===== src/rtl/mdio_pkg.sv =====
// Purpose: shared types and constants for the Clause-22 MDIO target.
// Latency: n/a (declarations only).
// Backpressure: n/a (declarations only).
package mdio_pkg;

  typedef enum logic [3:0] {
    IDLE,
    ST,
    OP,
    PHYAD,
    REGAD,
    TA,
    WDATA,
    RDATA,
    SKIP
  } mdio_state_t;

  localparam logic [1:0] OP_READ  = 2'b10;
  localparam logic [1:0] OP_WRITE = 2'b01;
  localparam logic [1:0] TA_WRITE = 2'b10;

  localparam int ST_LEN      = 2;
  localparam int OP_LEN      = 2;
  localparam int PHYAD_LEN   = 5;
  localparam int REGAD_LEN   = 5;
  localparam int TA_LEN      = 2;
  localparam int MDIO_DATA_W = 16;

  // Edges between e(14) and e(31) inclusive that an unselected frame still occupies.
  localparam int SKIP_LEN = TA_LEN + MDIO_DATA_W;

endpackage


===== src/rtl/mdio_preamble_det.sv =====
// Purpose: saturating count of consecutive preamble 1s; flags the ST 0 bit once enough were seen.
// Latency: start is combinational on the edge that samples b0; the count is registered.
// Backpressure: none; counting only runs while enable (FSM idle) is high.
module mdio_preamble_det
  import mdio_pkg::*;
#(
  parameter int PRE_LEN = 32
) (
  input  logic clk,
  input  logic reset,
  input  logic enable,
  input  logic mdio_oe,
  input  logic mdio_out,
  output logic start
);

  localparam int CW = $clog2(PRE_LEN + 1);

  logic [CW-1:0] count;
  logic          full;

  assign full  = (count == CW'(PRE_LEN));
  assign start = enable & mdio_oe & ~mdio_out & full;

  // Count 1s while idle; any gap (released bus or early 0) and any active frame restart from zero.
  always_ff @(posedge clk) begin
    if (reset) begin
      count <= '0;
    end else if (!enable) begin
      count <= '0;
    end else if (mdio_oe && mdio_out) begin
      if (!full) count <= count + 1'b1;
    end else begin
      count <= '0;
    end
  end

endmodule


===== src/rtl/mdio_peripheral_px.sv =====
// Purpose: Clause-22 MDIO target; decodes station frames into register-bank strobes and serial read data.
// Latency: ADDR/RD_STB registered at e(13), read data driven e(14)..e(31), WR_STB/WR_DATA/MDIO_DONE at e(31).
// Backpressure: none; MDIO is free-running, so malformed or aborted frames pulse MDIO_ERR and are dropped.
module mdio_peripheral_px
  import mdio_pkg::*;
#(
  parameter logic [4:0] PHY_ADDR = 5'd1,
  parameter int         PRE_LEN  = 32,
  parameter bit         BCAST_EN = 1'b1,
  parameter bit         CHECK_TA = 1'b1,
  parameter int         NUM_REGS = 32
) (
  input  logic        MDC,
  input  logic        RESET,
  input  logic        MDIO_OE,
  input  logic        MDIO_OUT,
  input  logic [15:0] RD_DATA,
  output logic [4:0]  ADDR,
  output logic [15:0] WR_DATA,
  output logic        WR_STB,
  output logic        RD_STB,
  output logic        MDIO_IN,
  output logic        MDIO_IN_EN,
  output logic        MDIO_DONE,
  output logic        MDIO_ERR
);

  mdio_state_t            state;
  logic [4:0]             cnt;
  logic [1:0]             op;
  logic [4:0]             phyad;
  logic [4:0]             regad;
  logic                   ta_hi;
  logic                   in_rng;
  logic [MDIO_DATA_W-1:0] sh;

  logic       start;
  logic [4:0] regad_next;
  logic       rng_next;
  logic       sel;

  mdio_preamble_det #(.PRE_LEN(PRE_LEN)) u_pre (
    .clk      (MDC),
    .reset    (RESET),
    .enable   (state == IDLE),
    .mdio_oe  (MDIO_OE),
    .mdio_out (MDIO_OUT),
    .start    (start)
  );

  assign regad_next = {regad[3:0], MDIO_OUT};
  assign rng_next   = (32'(regad_next) < 32'(NUM_REGS));
  // Broadcast address only ever selects writes; a broadcast read would have every PHY driving the bus.
  assign sel = (phyad == PHY_ADDR) || (BCAST_EN && (phyad == 5'd0) && (op == OP_WRITE));

  // Frame decoder: one bit per MDC edge, strobes default low so every pulse is one cycle wide.
  always_ff @(posedge MDC) begin
    if (RESET) begin
      state      <= IDLE;
      cnt        <= '0;
      op         <= '0;
      phyad      <= '0;
      regad      <= '0;
      ta_hi      <= 1'b0;
      in_rng     <= 1'b0;
      sh         <= '0;
      ADDR       <= '0;
      WR_DATA    <= '0;
      WR_STB     <= 1'b0;
      RD_STB     <= 1'b0;
      MDIO_IN    <= 1'b0;
      MDIO_IN_EN <= 1'b0;
      MDIO_DONE  <= 1'b0;
      MDIO_ERR   <= 1'b0;
    end else begin
      WR_STB    <= 1'b0;
      RD_STB    <= 1'b0;
      MDIO_DONE <= 1'b0;
      MDIO_ERR  <= 1'b0;
      case (state)
        IDLE: begin
          if (start) state <= ST;
        end
        ST: begin
          if (!MDIO_OE || !MDIO_OUT) begin
            MDIO_ERR <= 1'b1;
            state    <= IDLE;
          end else begin
            state <= OP;
            cnt   <= '0;
          end
        end
        OP: begin
          if (!MDIO_OE) begin
            MDIO_ERR <= 1'b1;
            state    <= IDLE;
          end else if (cnt == 5'd0) begin
            op[1] <= MDIO_OUT;
            cnt   <= 5'd1;
          end else if (({op[1], MDIO_OUT} == OP_READ) || ({op[1], MDIO_OUT} == OP_WRITE)) begin
            op[0] <= MDIO_OUT;
            state <= PHYAD;
            cnt   <= '0;
          end else begin
            MDIO_ERR <= 1'b1;
            state    <= IDLE;
          end
        end
        PHYAD: begin
          if (!MDIO_OE) begin
            MDIO_ERR <= 1'b1;
            state    <= IDLE;
          end else begin
            phyad <= {phyad[3:0], MDIO_OUT};
            if (cnt == 5'(PHYAD_LEN - 1)) begin
              state <= REGAD;
              cnt   <= '0;
            end else begin
              cnt <= cnt + 5'd1;
            end
          end
        end
        REGAD: begin
          if (!MDIO_OE) begin
            MDIO_ERR <= 1'b1;
            state    <= IDLE;
          end else begin
            regad <= regad_next;
            if (cnt == 5'(REGAD_LEN - 1)) begin
              cnt <= '0;
              if (sel) begin
                ADDR   <= regad_next;
                in_rng <= rng_next;
                RD_STB <= (op == OP_READ) && rng_next;
                state  <= TA;
              end else begin
                state <= SKIP;
              end
            end else begin
              cnt <= cnt + 5'd1;
            end
          end
        end
        TA: begin
          if (op == OP_READ) begin
            if (cnt == 5'd0) begin
              sh         <= in_rng ? RD_DATA : '0;
              MDIO_IN_EN <= 1'b1;
              MDIO_IN    <= 1'b0;
              cnt        <= 5'd1;
            end else begin
              MDIO_IN <= sh[MDIO_DATA_W-1];
              sh      <= {sh[MDIO_DATA_W-2:0], 1'b0};
              state   <= RDATA;
              cnt     <= '0;
            end
          end else if (!MDIO_OE) begin
            MDIO_ERR <= 1'b1;
            state    <= IDLE;
          end else if (cnt == 5'd0) begin
            ta_hi <= MDIO_OUT;
            cnt   <= 5'd1;
          end else if (CHECK_TA && ({ta_hi, MDIO_OUT} != TA_WRITE)) begin
            MDIO_ERR <= 1'b1;
            state    <= IDLE;
          end else begin
            state <= WDATA;
            cnt   <= '0;
          end
        end
        RDATA: begin
          if (cnt == 5'(MDIO_DATA_W - 1)) begin
            MDIO_IN_EN <= 1'b0;
            MDIO_IN    <= 1'b0;
            MDIO_DONE  <= 1'b1;
            state      <= IDLE;
          end else begin
            MDIO_IN <= sh[MDIO_DATA_W-1];
            sh      <= {sh[MDIO_DATA_W-2:0], 1'b0};
            cnt     <= cnt + 5'd1;
          end
        end
        WDATA: begin
          if (!MDIO_OE) begin
            MDIO_ERR <= 1'b1;
            state    <= IDLE;
          end else if (cnt == 5'(MDIO_DATA_W - 1)) begin
            WR_DATA   <= {sh[MDIO_DATA_W-2:0], MDIO_OUT};
            WR_STB    <= in_rng;
            MDIO_DONE <= 1'b1;
            state     <= IDLE;
          end else begin
            sh  <= {sh[MDIO_DATA_W-2:0], MDIO_OUT};
            cnt <= cnt + 5'd1;
          end
        end
        SKIP: begin
          if (cnt == 5'(SKIP_LEN - 1)) state <= IDLE;
          else cnt <= cnt + 5'd1;
        end
        default: state <= IDLE;
      endcase
    end
  end

endmodule


===== config.mk =====
export PLATFORM = sky130hd
export DESIGN_NAME = mdio_peripheral_px
export DESIGN_NICKNAME = d
export VERILOG_FILES = /design/src/rtl/mdio_pkg.sv /design/src/rtl/mdio_preamble_det.sv /design/src/rtl/mdio_peripheral_px.sv
export SDC_FILE = /design/constraint.sdc
export NUM_CORES = 1
export LEC_CHECK = 0
export CORE_MARGIN = 4
export CORE_UTILIZATION = 55
export DETAILED_ROUTE_END_ITERATION = 10
export GPL_TIMING_DRIVEN = 0
export PLACE_DENSITY = 0.9
export SLEW_MARGIN = 40
export SYNTH_ARGS = -nofsm -noshare
export SYNTH_HDL_FRONTEND = slang
export SYNTH_SLANG_ARGS = --single-unit

===== constraint.sdc =====
create_clock -name MDC -period 2.4 [get_ports MDC]
set_input_delay 0.24 -clock MDC [delete_from_list [all_inputs] [get_ports MDC]]
set_output_delay 0.24 -clock MDC [all_outputs]
set_load 0.05 [all_outputs]

==> impl_metrics.env <==
export IMPL_yosysUniqueCellTypes=59
export IMPL_nets=483
export IMPL_antenna_found_initial=0
export IMPL_crit_chain="ha_1 > and3_2 > ha_2 > or3_1 > nand2_2 > buf_4 > nor2_1 > a311oi_1"
export IMPL_hold_viol=0
export IMPL_hold_depth=3
export IMPL_met3WireLength_um=426
export IMPL_yosysWarnings=0
export IMPL_grt_max_degree=13
export IMPL_cts_root_buf="clkbuf_8"
export IMPL_route_detailed_drc=0
export IMPL_p_per_area_nw_per_um2=586
export IMPL_diodes=0
export IMPL_dp_cells=522
export IMPL_place_ws_ns=-0.0732
export IMPL_cts_reportedPaths_clkPinSlew_ns=0.08
export IMPL_final_cells=536
export IMPL_grt_pass1_vias=3108
export IMPL_multi_input_comb_area_sq_um=1860
export IMPL_synth_seq_cells=71
export IMPL_port_buffers=45
export IMPL_core_sq_um=5990
export IMPL_wire_per_inst_um=15.8
export IMPL_final_seq_area_sq_um=1420
export IMPL_relSlewSlack_pct=56.4
export IMPL_initial_core_util_pct=57.0
export IMPL_yosysTopAreaCell="dfxtp_1"
export IMPL_drive_above_1_share_pct=10.6
export IMPL_critical_path_top_delay_family="simple AND/OR/NAND/NOR gates"
export IMPL_via_per_inst=5.90
export IMPL_grt_setup_unrepaired="no"
export IMPL_worstMarginPinSlew_ns=0.653
export IMPL_drv_cap=0
export IMPL_htreeDepth=3
export IMPL_die_h_um=86.8
export IMPL_fillers=475
export IMPL_hpwl_um=6270
export IMPL_p_leak_nw=1.44
export IMPL_worst_slack_ns=0.179
export IMPL_area_growth_pct=22.7
export IMPL_critical_path_class="register to register"
export IMPL_skew_ns=0.0104
export IMPL_top_layer="met4"
export IMPL_arrival_ns=2.47
export IMPL_cp_data_required_time_ns=2.65
export IMPL_core_rowCount=28
export IMPL_via_count=3163
export IMPL_clock_sinks=71
export IMPL_drt_iter0_markers=226
export IMPL_end_kind="register"
export IMPL_cp_max_fo=10
export IMPL_fin_tns_setup_ns=0
export IMPL_seq_area_frac_synth_pct=41.6
export IMPL_io_pins=47
export IMPL_post_cts_buffers=0
export IMPL_synth_common_cells="71 x dfxtp_1, 58 x nand2_1, 46 x nor2_1"
export IMPL_post_synth_top_count_cell="dfxtp_1"
export IMPL_synth_area_leaders="dfxtp_1 42%, nand2_1 6.4%, mux2i_1 5.9%"
export IMPL_place_congestion=0.920
export IMPL_clock_path_buffers=2
export IMPL_grt_pass1_wl_um=14400
export IMPL_slowest_delay_ns=0.43
export IMPL_clk_latency_ns=0.35
export IMPL_r2r_cells=8
export IMPL_final_util_pct=70.0
export IMPL_synth_edf_count=0
export IMPL_fmax_mhz=450
export IMPL_netlist_area_sq_um=3420
export IMPL_synth_net_count=428
export IMPL_ys_flop_type="dfxtp_1"
export IMPL_vdd_drop_max_mv=0.562
export IMPL_grt_overflow_total=0
export IMPL_start_kind="register"
export IMPL_grt_util_all_layers_pct=24.1
export IMPL_finalCritPeriodShare_pct=92.5
export IMPL_status="completed"
export IMPL_cts_buffers=9
export IMPL_yosysTopAreaCellShare_pct=41.6
export IMPL_crit_buf_inv=1
export IMPL_ant_nets=0
export IMPL_holdCritPathClass="primary input to register"
export IMPL_syn_area_per_cell_sq_um=8.50
export IMPL_finalSetupViolations=0
export IMPL_synth_cells=402
export IMPL_first_pass_iters=5
export IMPL_wl_met2_um=4050
export IMPL_period_minus_slack_ns=2.22
export IMPL_crit_path_top_delay_cell="or3_1"
export IMPL_async_flop_share_pct=0
export IMPL_wl_met1_um=3840
export IMPL_design_die_area_sq_um=7540
export IMPL_finalMaxSlewViolations=0
export IMPL_routed_wl_um=8460
export IMPL_tritoncts="yes"
export IMPL_die_x_um=86.8
export IMPL_hold_ws_ns=0.404
export IMPL_cp_num_cells=8
==> power by group <==
part           switching [mW]  internal (mW)  leakage [nW]
Combinational           0.149         0.0939         0.766
Sequential            0.00550           1.18         0.572
Clock                   0.449          0.577         0.105
==> cell type report <==
type,instances,share of cell area (%)
plain buffers,28,3.07
multi-input cells,295,44.4
well taps,75,2.24
inverters,7,0.627
flip-flops and latches,71,33.9
clock inverters,6,2.06
clock buffers,9,2.95
repair buffers,45,10.7
==> cells by family (layout without fill, tap and decap cells) <==
family                   Yosys count  count (layout)  share of synthesized area [%]
AO/OA/AOI/OAI                     79              79                           16.1
XOR/XNOR                           6               6                           1.54
adder cells (fa/ha/maj)            6               6                           2.20
buffers and inverters             36              95                           4.61
flip-flops                        71              71                           41.6
multiplexers                      20              20                           5.86
AND/OR/NAND/NOR                  184             184                           28.1
==> layout by cell type, fill, tap and decap left out, drive strengths merged, types with 4 or more instances in the layout <==
cell	synthesis	final
nor3b	6	6
a211oi	4	4
nand2b	5	5
nand2	58	58
a21oi	28	28
clkbuf	16	24
and3	4	4
nor4	4	4
nor2	48	48
inv	7	7
a31oi	4	4
o21ai	10	10
nor2b	5	5
mux2i	20	20
ha	6	6
nand4	6	6
dfxtp	71	71
a311oi	18	18
buf	13	13
clkdlybuf4s50	0	45
nand3	21	21
nand3b	4	4
==> registers in the layout, indices dropped and copies added, names as in the netlist, 2 cells and up <==
signal,cells
cnt,5
op,2
WR_DATA,16
phyad,5
u_pre.count,6
sh,16
state,4
ADDR,5
regad,4
==> metal layers <==
metal / up-vias / GRT usage, %
li1: 1546 / -
met1: 1522 / 31.4
met2: 82 / 38.0
met3: 13 / 5.70
met4: 0 / 10.2
met5: - / 0
==> worst paths after layout <==
| path | startpoint | to | slack [ns] |
|---|---|---|---|
| hold / removal | MDIO_OE | MDIO_DONE | 0.40 |
| setup / recovery | cnt[0] | sh[9] | 0.18 |
| setup reg to reg | cnt[0] | sh[9] | 0.18 |
| hold reg to reg | WR_DATA[3] | WR_DATA[3] | 0.46 |
==> worst register-to-register path: stages (launching register included) <==
cell	delay, ns
dfxtp_1	0.36
ha_1	0.23
and3_2	0.22
ha_2	0.23
or3_1	0.43
nand2_2	0.13
buf_4	0.19
nor2_1	0.06
a311oi_1	0.27
==> stage by stage <==
step / area [sq um] / power [mW]
after global routing: 4190 / 2.55
after global placement: 3960 / 1.45
final: 4190 / 2.46
after floorplan: 3420 / 1.37
after detailed placement: 3970 / 1.45
after CTS: 4190 / 2.47
==> timing repair <==
| item | 4_1_cts | 5_1_grt |
|---|---|---|
| endpoints found under the setup margin | 13 | 24 |
| hold buffers | 0 | 0 |
| gates resized for setup | 3 | 1 |
Power figures use the tool's default switching activity.
